<file path="src/rtl/icache_fill.sv">
// icache_fill: direct-mapped instruction cache with 8-word line refill.
//
// Ports:
//   clk, reset          single clock, synchronous active-high reset
//   cpureq, pc          CPU fetch request (level) and byte address
//   cpuready, cpuinstr  one-cycle response pulse and fetched word
//   flush               invalidate all lines (deferred while a fill is running)
//   instrreq, instradr  burst request and line-aligned base address to memory
//   instrval, instr     memory beat valid and data, ascending word order
//   misscnt             saturating count of completed fills
module icache_fill #(
    parameter int unsigned LINES         = 8,
    parameter logic [15:0] MISSCNT_RESET = 16'h0000
) (
    input  logic        clk,
    input  logic        reset,
    input  logic        cpureq,
    input  logic [31:0] pc,
    output logic        cpuready,
    output logic [31:0] cpuinstr,
    input  logic        flush,
    output logic        instrreq,
    output logic [31:0] instradr,
    input  logic        instrval,
    input  logic [31:0] instr,
    output logic [15:0] misscnt
);

    localparam int unsigned IDX_W = $clog2(LINES);
    localparam int unsigned TAG_W = 32 - 5 - IDX_W;
    localparam int unsigned ADR_W = IDX_W + 3;

    typedef enum logic {
        IDLE = 1'b0,
        FILL = 1'b1
    } state_t;

    // Registered state
    state_t             state_q,      state_d;
    logic               cpuready_q,   cpuready_d;
    logic [31:0]        cpuinstr_q,   cpuinstr_d;
    logic               instrreq_q,   instrreq_d;
    logic [31:0]        instradr_q,   instradr_d;
    logic [15:0]        misscnt_q,    misscnt_d;
    logic [LINES-1:0]   valid_q,      valid_d;
    logic [2:0]         beat_q,       beat_d;
    logic               flush_pend_q, flush_pend_d;
    logic [IDX_W-1:0]   idx_q,        idx_d;
    logic [TAG_W-1:0]   tag_q,        tag_d;

    // Storage arrays (never reset)
    logic [31:0]        data_mem [LINES*8];
    logic [TAG_W-1:0]   tag_mem  [LINES];

    // Lookup path
    logic [IDX_W-1:0]   pc_idx_c;
    logic [TAG_W-1:0]   pc_tag_c;
    logic [2:0]         pc_off_c;
    logic [31:0]        rd_word_c;
    logic               inval_c;
    logic               hit_c;
    logic               data_we_c;
    logic               tag_we_c;
    logic               unused_pc_bits;

    assign pc_off_c       = pc[4:2];
    assign pc_idx_c       = pc[5 +: IDX_W];
    assign pc_tag_c       = pc[31 -: TAG_W];
    assign unused_pc_bits = ^pc[1:0];
    assign rd_word_c      = data_mem[{pc_idx_c, pc_off_c}];

    // Any flush seen now (or deferred from a fill) wins over a hit this edge
    assign inval_c = flush | flush_pend_q;
    assign hit_c   = valid_q[pc_idx_c] && (tag_mem[pc_idx_c] == pc_tag_c) && !inval_c;

    // State register
    always_ff @(posedge clk) begin
        if (reset) begin
            state_q      <= IDLE;
            cpuready_q   <= 1'b0;
            cpuinstr_q   <= 32'h0;
            instrreq_q   <= 1'b0;
            instradr_q   <= 32'h0;
            misscnt_q    <= MISSCNT_RESET;
            valid_q      <= '0;
            beat_q       <= 3'd0;
            flush_pend_q <= 1'b0;
            idx_q        <= '0;
            tag_q        <= '0;
        end else begin
            state_q      <= state_d;
            cpuready_q   <= cpuready_d;
            cpuinstr_q   <= cpuinstr_d;
            instrreq_q   <= instrreq_d;
            instradr_q   <= instradr_d;
            misscnt_q    <= misscnt_d;
            valid_q      <= valid_d;
            beat_q       <= beat_d;
            flush_pend_q <= flush_pend_d;
            idx_q        <= idx_d;
            tag_q        <= tag_d;
        end
    end

    // Data/tag array writes
    always_ff @(posedge clk) begin
        if (data_we_c) begin
            data_mem[ADR_W'({idx_q, beat_q})] <= instr;
        end
        if (tag_we_c) begin
            tag_mem[idx_q] <= tag_q;
        end
    end

    // Next-state and output logic
    always_comb begin
        state_d      = state_q;
        cpuready_d   = 1'b0;
        cpuinstr_d   = cpuinstr_q;
        instrreq_d   = instrreq_q;
        instradr_d   = instradr_q;
        misscnt_d    = misscnt_q;
        valid_d      = valid_q;
        beat_d       = beat_q;
        flush_pend_d = flush_pend_q;
        idx_d        = idx_q;
        tag_d        = tag_q;
        data_we_c    = 1'b0;
        tag_we_c     = 1'b0;

        unique case (state_q)
            IDLE: begin
                if (inval_c) begin
                    valid_d      = '0;
                    flush_pend_d = 1'b0;
                end
                if (cpureq) begin
                    if (hit_c) begin
                        cpuready_d = 1'b1;
                        cpuinstr_d = rd_word_c;
                    end else begin
                        state_d    = FILL;
                        instrreq_d = 1'b1;
                        instradr_d = {pc[31:5], 5'b0};
                        beat_d     = 3'd0;
                        idx_d      = pc_idx_c;
                        tag_d      = pc_tag_c;
                    end
                end
            end
            FILL: begin
                // Flushes during a fill are deferred to the first IDLE edge
                flush_pend_d = flush_pend_q | flush;
                if (instrval) begin
                    data_we_c = 1'b1;
                    beat_d    = beat_q + 3'd1;
                    if (beat_q == 3'd7) begin
                        state_d        = IDLE;
                        instrreq_d     = 1'b0;
                        valid_d[idx_q] = 1'b1;
                        tag_we_c       = 1'b1;
                        misscnt_d      = (misscnt_q == 16'hFFFF) ? misscnt_q
                                                                 : misscnt_q + 16'd1;
                    end
                end
            end
            default: state_d = IDLE;
        endcase
    end

    assign cpuready = cpuready_q;
    assign cpuinstr = cpuinstr_q;
    assign instrreq = instrreq_q;
    assign instradr = instradr_q;
    assign misscnt  = misscnt_q;

endmodule

</file>
<file path="config.mk">
export PLATFORM = sky130hd
export DESIGN_NAME = icache_fill
export DESIGN_NICKNAME = d
export VERILOG_FILES = /design/src/rtl/icache_fill.sv
export SDC_FILE = /design/constraint.sdc
export NUM_CORES = 2
export LEC_CHECK = 0
export CORE_MARGIN = 2
export CORE_UTILIZATION = 35
export DETAILED_ROUTE_END_ITERATION = 16
export PLACE_DENSITY = 0.54
export SETUP_SLACK_MARGIN = 0.1
export SKIP_CTS_REPAIR_TIMING = 1
export SLEW_MARGIN = 0
export SYNTH_ARGS = -nofsm -noshare
export SYNTH_HDL_FRONTEND = slang
export SYNTH_SLANG_ARGS = --single-unit
</file>
<file path="constraint.sdc">
create_clock -name clk -period 3.4 [get_ports clk]
set_input_delay 0.51 -clock clk [delete_from_list [all_inputs] [get_ports clk]]
set_output_delay 0.51 -clock clk [all_outputs]
set_load 0.02 [all_outputs]
</file>
==> impl_results.html <==
<table>
<tr><th>Metric</th><th>Value</th></tr>
<tr><th colspan="2">Outcome</th></tr>
<tr><td>Status</td><td>finished clean</td></tr>
<tr><th colspan="2">Critical path</th></tr>
<tr><td>Arrival time reported for the critical path endpoint</td><td>3430 ps</td></tr>
<tr><td>Capture instance of the worst register-to-register path</td><td>misscnt[10]</td></tr>
<tr><td>Cell with the biggest individual delay on the critical path</td><td>sky130_fd_sc_hd__o31ai_1</td></tr>
<tr><td>Setup slack on the worst flop-to-flop path</td><td>680 ps</td></tr>
<tr><td>Worst r2r src</td><td>misscnt[0]</td></tr>
<tr><td>Kind of start point of the critical path</td><td>flip-flop</td></tr>
<tr><td>Required time reported for the critical path endpoint</td><td>4110 ps</td></tr>
<tr><td>Maximum net fanout on the critical path</td><td>9</td></tr>
<tr><td>WS Path Type</td><td>reg -&gt; reg</td></tr>
<tr><td>CP max stage delay</td><td>910 ps</td></tr>
<tr><td>Kind of end point of the critical path</td><td>flip-flop</td></tr>
<tr><td>R2R depth</td><td>8</td></tr>
<tr><td>Ordered cell list for the critical path</td><td>ha_1, nand2_1, or2_2, o31ai_1, nor2_1, nand2_1, xor2_1, nor2_1</td></tr>
<tr><th colspan="2">Power</th></tr>
<tr><td>Total power density per cell area</td><td>569 nW/µm²</td></tr>
<tr><td>Maximum vdd ir drop</td><td>0.547 mV</td></tr>
<tr><td>Pleak</td><td>32.9 nW</td></tr>
<tr><th colspan="2">Yosys</th></tr>
<tr><td>Xor/xnor share of the synthesized area</td><td>0.00275</td></tr>
<tr><td>Most used standard cells in the synthesized netlist</td><td>2240 x sky130_fd_sc_hd__edfxtp_1, 699 x sky130_fd_sc_hd__mux4_2, 124 x sky130_fd_sc_hd__mux2i_1</td></tr>
<tr><td>Netlist area before placement</td><td>89300 µm²</td></tr>
<tr><td>Synthesized area divided by synthesized cell count</td><td>23.8 µm²</td></tr>
<tr><td>Top_reg_cell synth</td><td>sky130_fd_sc_hd__edfxtp_1</td></tr>
<tr><td>Basic-gate share of the synthesized area counting and, or, nand and nor cells</td><td>0.0192</td></tr>
<tr><td>Post-synthesis cell type with the largest combined area</td><td>sky130_fd_sc_hd__edfxtp_1</td></tr>
<tr><td>Combinational family with the most area after synthesis</td><td>multiplexers</td></tr>
<tr><td>Dominant cell by count in the synthesized netlist</td><td>sky130_fd_sc_hd__edfxtp_1</td></tr>
<tr><td>Share of async-settable or async-resettable flops after synthesis</td><td>0</td></tr>
<tr><td>Area fraction of the dominant cell type after synthesis</td><td>0.753</td></tr>
<tr><td>Register bit count reported by yosys</td><td>2330</td></tr>
<tr><td>Number of enable flip-flop cells after synthesis</td><td>2240</td></tr>
<tr><td>Cells after Synth</td><td>3761</td></tr>
<tr><td>Top cells by area, synth</td><td>sky130_fd_sc_hd__edfxtp_1 75%, sky130_fd_sc_hd__mux4_2 18%, sky130_fd_sc_hd__dfxtp_1 2.0%, sky130_fd_sc_hd__mux2i_1 1.4%, sky130_fd_sc_hd__nand2b_1 0.83%</td></tr>
<tr><td>Share of the synthesized area in compound gates (AO/OA/AOI/OAI)</td><td>0.00401</td></tr>
<tr><td>Synth warn</td><td>0</td></tr>
<tr><td>Fraction of synthesized area in multiplexers</td><td>0.190</td></tr>
<tr><td>Post-synth cell types</td><td>55</td></tr>
<tr><td>Synthesized-area fraction occupied by adder cells</td><td>0.000420</td></tr>
<tr><td>Sequential element share of the synthesized area</td><td>0.773</td></tr>
<tr><th colspan="2">Placed design</th></tr>
<tr><td>Post-Place Worst Slack</td><td>70.0 ps</td></tr>
<tr><td>IO buf count</td><td>143</td></tr>
<tr><td>Final GP Congestion</td><td>0.772</td></tr>
<tr><td>Detailed-placement wirelength estimate</td><td>138 mm</td></tr>
<tr><th colspan="2">Clock tree</th></tr>
<tr><td>Max clock buf depth</td><td>3</td></tr>
<tr><td>Number of clock sinks</td><td>2330</td></tr>
<tr><td>Clock Pin Slew Worst Setup and Hold Paths</td><td>60 ps</td></tr>
<tr><td>Clock tree from TritonCTS</td><td>done</td></tr>
<tr><td>Root Buffer</td><td>sky130_fd_sc_hd__clkbuf_16</td></tr>
<tr><td>Total clock buffers created by CTS</td><td>233</td></tr>
<tr><td>Clock latency at the later pin of the worst-skew pair</td><td>890 ps</td></tr>
<tr><td>H-tree depth reported by CTS</td><td>4</td></tr>
<tr><th colspan="2">Hold path</th></tr>
<tr><td>Worst hold start</td><td>pc[27]</td></tr>
<tr><td>Number of instances on the worst hold path</td><td>3</td></tr>
<tr><td>Hold Path Sink</td><td>tag_q[19]</td></tr>
<tr><td>Worst hold path type</td><td>in -&gt; reg</td></tr>
<tr><th colspan="2">Timing</th></tr>
<tr><td>Number of slew-limit violations in the final report</td><td>0</td></tr>
<tr><td>Peak clock frequency supported by timing</td><td>0.367 GHz</td></tr>
<tr><td>Hold Violations, Final</td><td>0</td></tr>
<tr><td>Time the final worst path needs with I/O delays and setup</td><td>2720 ps</td></tr>
<tr><td>Maximum clock skew at final layout</td><td>93.4 ps</td></tr>
<tr><td>Rel. slew slack</td><td>0.163</td></tr>
<tr><td>Period utilisation layout</td><td>0.801</td></tr>
<tr><td>Sum of negative setup slack</td><td>0 ps</td></tr>
<tr><td>Unrepaired setup endpoints after global routing</td><td>no</td></tr>
<tr><td>Worst hold margin</td><td>272 ps</td></tr>
<tr><td>Final number of setup-violating endpoints</td><td>0</td></tr>
<tr><td>Minimum setup slack in the final design</td><td>676 ps</td></tr>
<tr><td>Tightest Pin Transition</td><td>1260 ps</td></tr>
<tr><th colspan="2">Floorplan</th></tr>
<tr><td>Placeable core region</td><td>254000 µm²</td></tr>
<tr><td>Number of ports placed on the die boundary</td><td>151</td></tr>
<tr><td>Chip Height</td><td>509 µm</td></tr>
<tr><td>Horizontal die dimension</td><td>509 µm</td></tr>
<tr><td>Initial core utilization</td><td>0.352</td></tr>
<tr><td>Overall die area</td><td>259000 µm²</td></tr>
<tr><td>Core Rows</td><td>185</td></tr>
<tr><th colspan="2">Drt</th></tr>
<tr><td>Total DRC errors in the routed layout</td><td>0</td></tr>
<tr><td>Number of optimization iterations in the first detailed-route pass</td><td>7</td></tr>
<tr><td>Count of vias placed by the detailed router</td><td>41700</td></tr>
<tr><td>Vias per std cell</td><td>5.35</td></tr>
<tr><td>Average routed wire per standard cell</td><td>30.1 µm</td></tr>
<tr><td>DRT antenna net count</td><td>0</td></tr>
<tr><td>Drt initial violations</td><td>4485</td></tr>
<tr><td>Wirelength, routed</td><td>234 mm</td></tr>
<tr><th colspan="2">Job</th></tr>
<tr><td># Max-Cap Violations</td><td>0</td></tr>
<tr><th colspan="2">Layout</th></tr>
<tr><td>Post-layout utilization of the core</td><td>0.414</td></tr>
<tr><td>Final Net Count</td><td>4279</td></tr>
<tr><td>Layout-stage area growth over the synthesis result</td><td>17.6%</td></tr>
<tr><td>Area occupied by multi-input gates</td><td>19900 µm²</td></tr>
<tr><td>Fraction of final layout cells with drive strength greater than 1</td><td>0.322</td></tr>
<tr><td>Fill cell total of the finished layout</td><td>21900</td></tr>
<tr><td>Register Area</td><td>69100 µm²</td></tr>
<tr><th colspan="2">Global route</th></tr>
<tr><td>Pin count of the biggest net entering global routing</td><td>96</td></tr>
<tr><td>Wire length of the first global-routing pass</td><td>330 mm</td></tr>
<tr><td>Final global-route overflow total</td><td>0</td></tr>
<tr><td>Number of global-route vias before repair</td><td>42400</td></tr>
<tr><td>Gr usage total</td><td>0.180</td></tr>
<tr><td>Antenna violations before repair</td><td>36</td></tr>
</table>
-- metal layers --
| layer | GRT usage | vias up | part of all wire |
|---|---|---|---|
| met3 | 0.0301 | 306 | 0.060 |
| met1 | 0.256 | 23100 | 0.43 |
| met5 | 0 | - | 0.00016 |
| met2 | 0.296 | 1279 | 0.49 |
| met4 | 0.0357 | 6 | 0.018 |
| li1 | - | 16900 | - |
-- registers in the layout (all words and copies together) (netlist names), 2 cells and up --
| name | flops |
|---|---|
| beat_q | 3 |
| valid_q | 8 |
| idx_q | 2 |
| tag_mem | 192 |
| data_mem | 2048 |
| tag_q | 24 |
| misscnt | 16 |
| cpuinstr | 32 |
-- worst max path at each step --
| stage | start | to | cells past startpoint |
|---|---|---|---|
| 2_1_floorplan | pc[2] | cpuinstr[0] | 8 |
| 3_3_place_gp | pc[5] | tag_q[3] | 11 |
| 3_5_place_dp | pc[5] | tag_q[21] | 11 |
| 4_1_cts | idx_q[0] | instradr[5] | 1 |
| 5_1_grt | misscnt[0] | misscnt[8] | 8 |
| 6_report | misscnt[0] | misscnt[10] | 8 |
-- logic make-up after synthesis --
family	after synthesis
compound gates	49
xor+xnor	28
fa+ha+maj	3
buf+inv	210
flops	2330
mux	823
other cells	1
simple gates	317
-- cells in the final DEF, fill, tap and decap left out, types with 7 or more instances in the layout --
cell / Yosys / routed
sky130_fd_sc_hd__a21oi_1: 8 / 8
sky130_fd_sc_hd__a22oi_1: 16 / 16
sky130_fd_sc_hd__buf_12: 2 / 83
sky130_fd_sc_hd__buf_2: 23 / 32
sky130_fd_sc_hd__buf_4: 9 / 184
sky130_fd_sc_hd__bufinv_16: 0 / 17
sky130_fd_sc_hd__clkbuf_1: 117 / 52
sky130_fd_sc_hd__clkbuf_16: 0 / 235
sky130_fd_sc_hd__clkbuf_8: 0 / 12
sky130_fd_sc_hd__clkdlybuf4s50_1: 0 / 104
sky130_fd_sc_hd__clkinv_1: 0 / 51
sky130_fd_sc_hd__clkinv_16: 0 / 7
sky130_fd_sc_hd__clkinv_2: 0 / 46
sky130_fd_sc_hd__dfxtp_1: 90 / 90
sky130_fd_sc_hd__diode_2: 0 / 11
sky130_fd_sc_hd__edfxtp_1: 2240 / 2240
sky130_fd_sc_hd__inv_1: 9 / 9
sky130_fd_sc_hd__mux2i_1: 124 / 124
sky130_fd_sc_hd__mux4_2: 699 / 699
sky130_fd_sc_hd__nand2_1: 17 / 17
sky130_fd_sc_hd__nand2b_1: 118 / 118
sky130_fd_sc_hd__nand3_1: 19 / 19
sky130_fd_sc_hd__nand3b_1: 10 / 10
sky130_fd_sc_hd__nor2_1: 109 / 37
sky130_fd_sc_hd__nor2_2: 1 / 9
sky130_fd_sc_hd__nor2_4: 0 / 64
sky130_fd_sc_hd__nor3_1: 7 / 7
sky130_fd_sc_hd__xnor2_1: 9 / 9
sky130_fd_sc_hd__xor2_1: 19 / 19
-- layout make-up --
cell class | count | share of cell area
Sequential cell | 2330 | 0.657
Clock buffer | 298 | 0.0593
Antenna cell | 11 | 0.000262
Tap cell | 3366 | 0.0401
Clock inverter | 138 | 0.0127
Inverter | 9 | 0.000321
Multi-Input combinational cell | 1225 | 0.189
Timing Repair Buffer | 408 | 0.0411
-- critical path: cells and delay by family (launching register included) --
family / cells / cell delay [ps]
simple gates: 5 / 870
fa+ha+maj: 1 / 220
flops: 1 / 390
xor+xnor: 1 / 160
compound gates: 1 / 910
-- power by group --
| group | internal (W) | leakage [nW] | total, W | switching, W |
|---|---|---|---|---|
| registers | 0.0315 | 20.9 | 0.0316 | 0.0000767 |
| logic | 0.00127 | 8.27 | 0.00291 | 0.00164 |
| clock network | 0.0143 | 3.69 | 0.0253 | 0.0110 |
-- metrics by stage --
stage,power (W),area (µm²),std cells
final,0.0598,105000,7785
after global routing,0.0617,105000,7776
after CTS,0.0604,105000,7774
after detailed placement,0.0352,97500,7338
after global placement,0.0351,97500,7338
after floorplan,0.0338,89300,3765
Note: power is estimated with default switching activity, not from simulation.
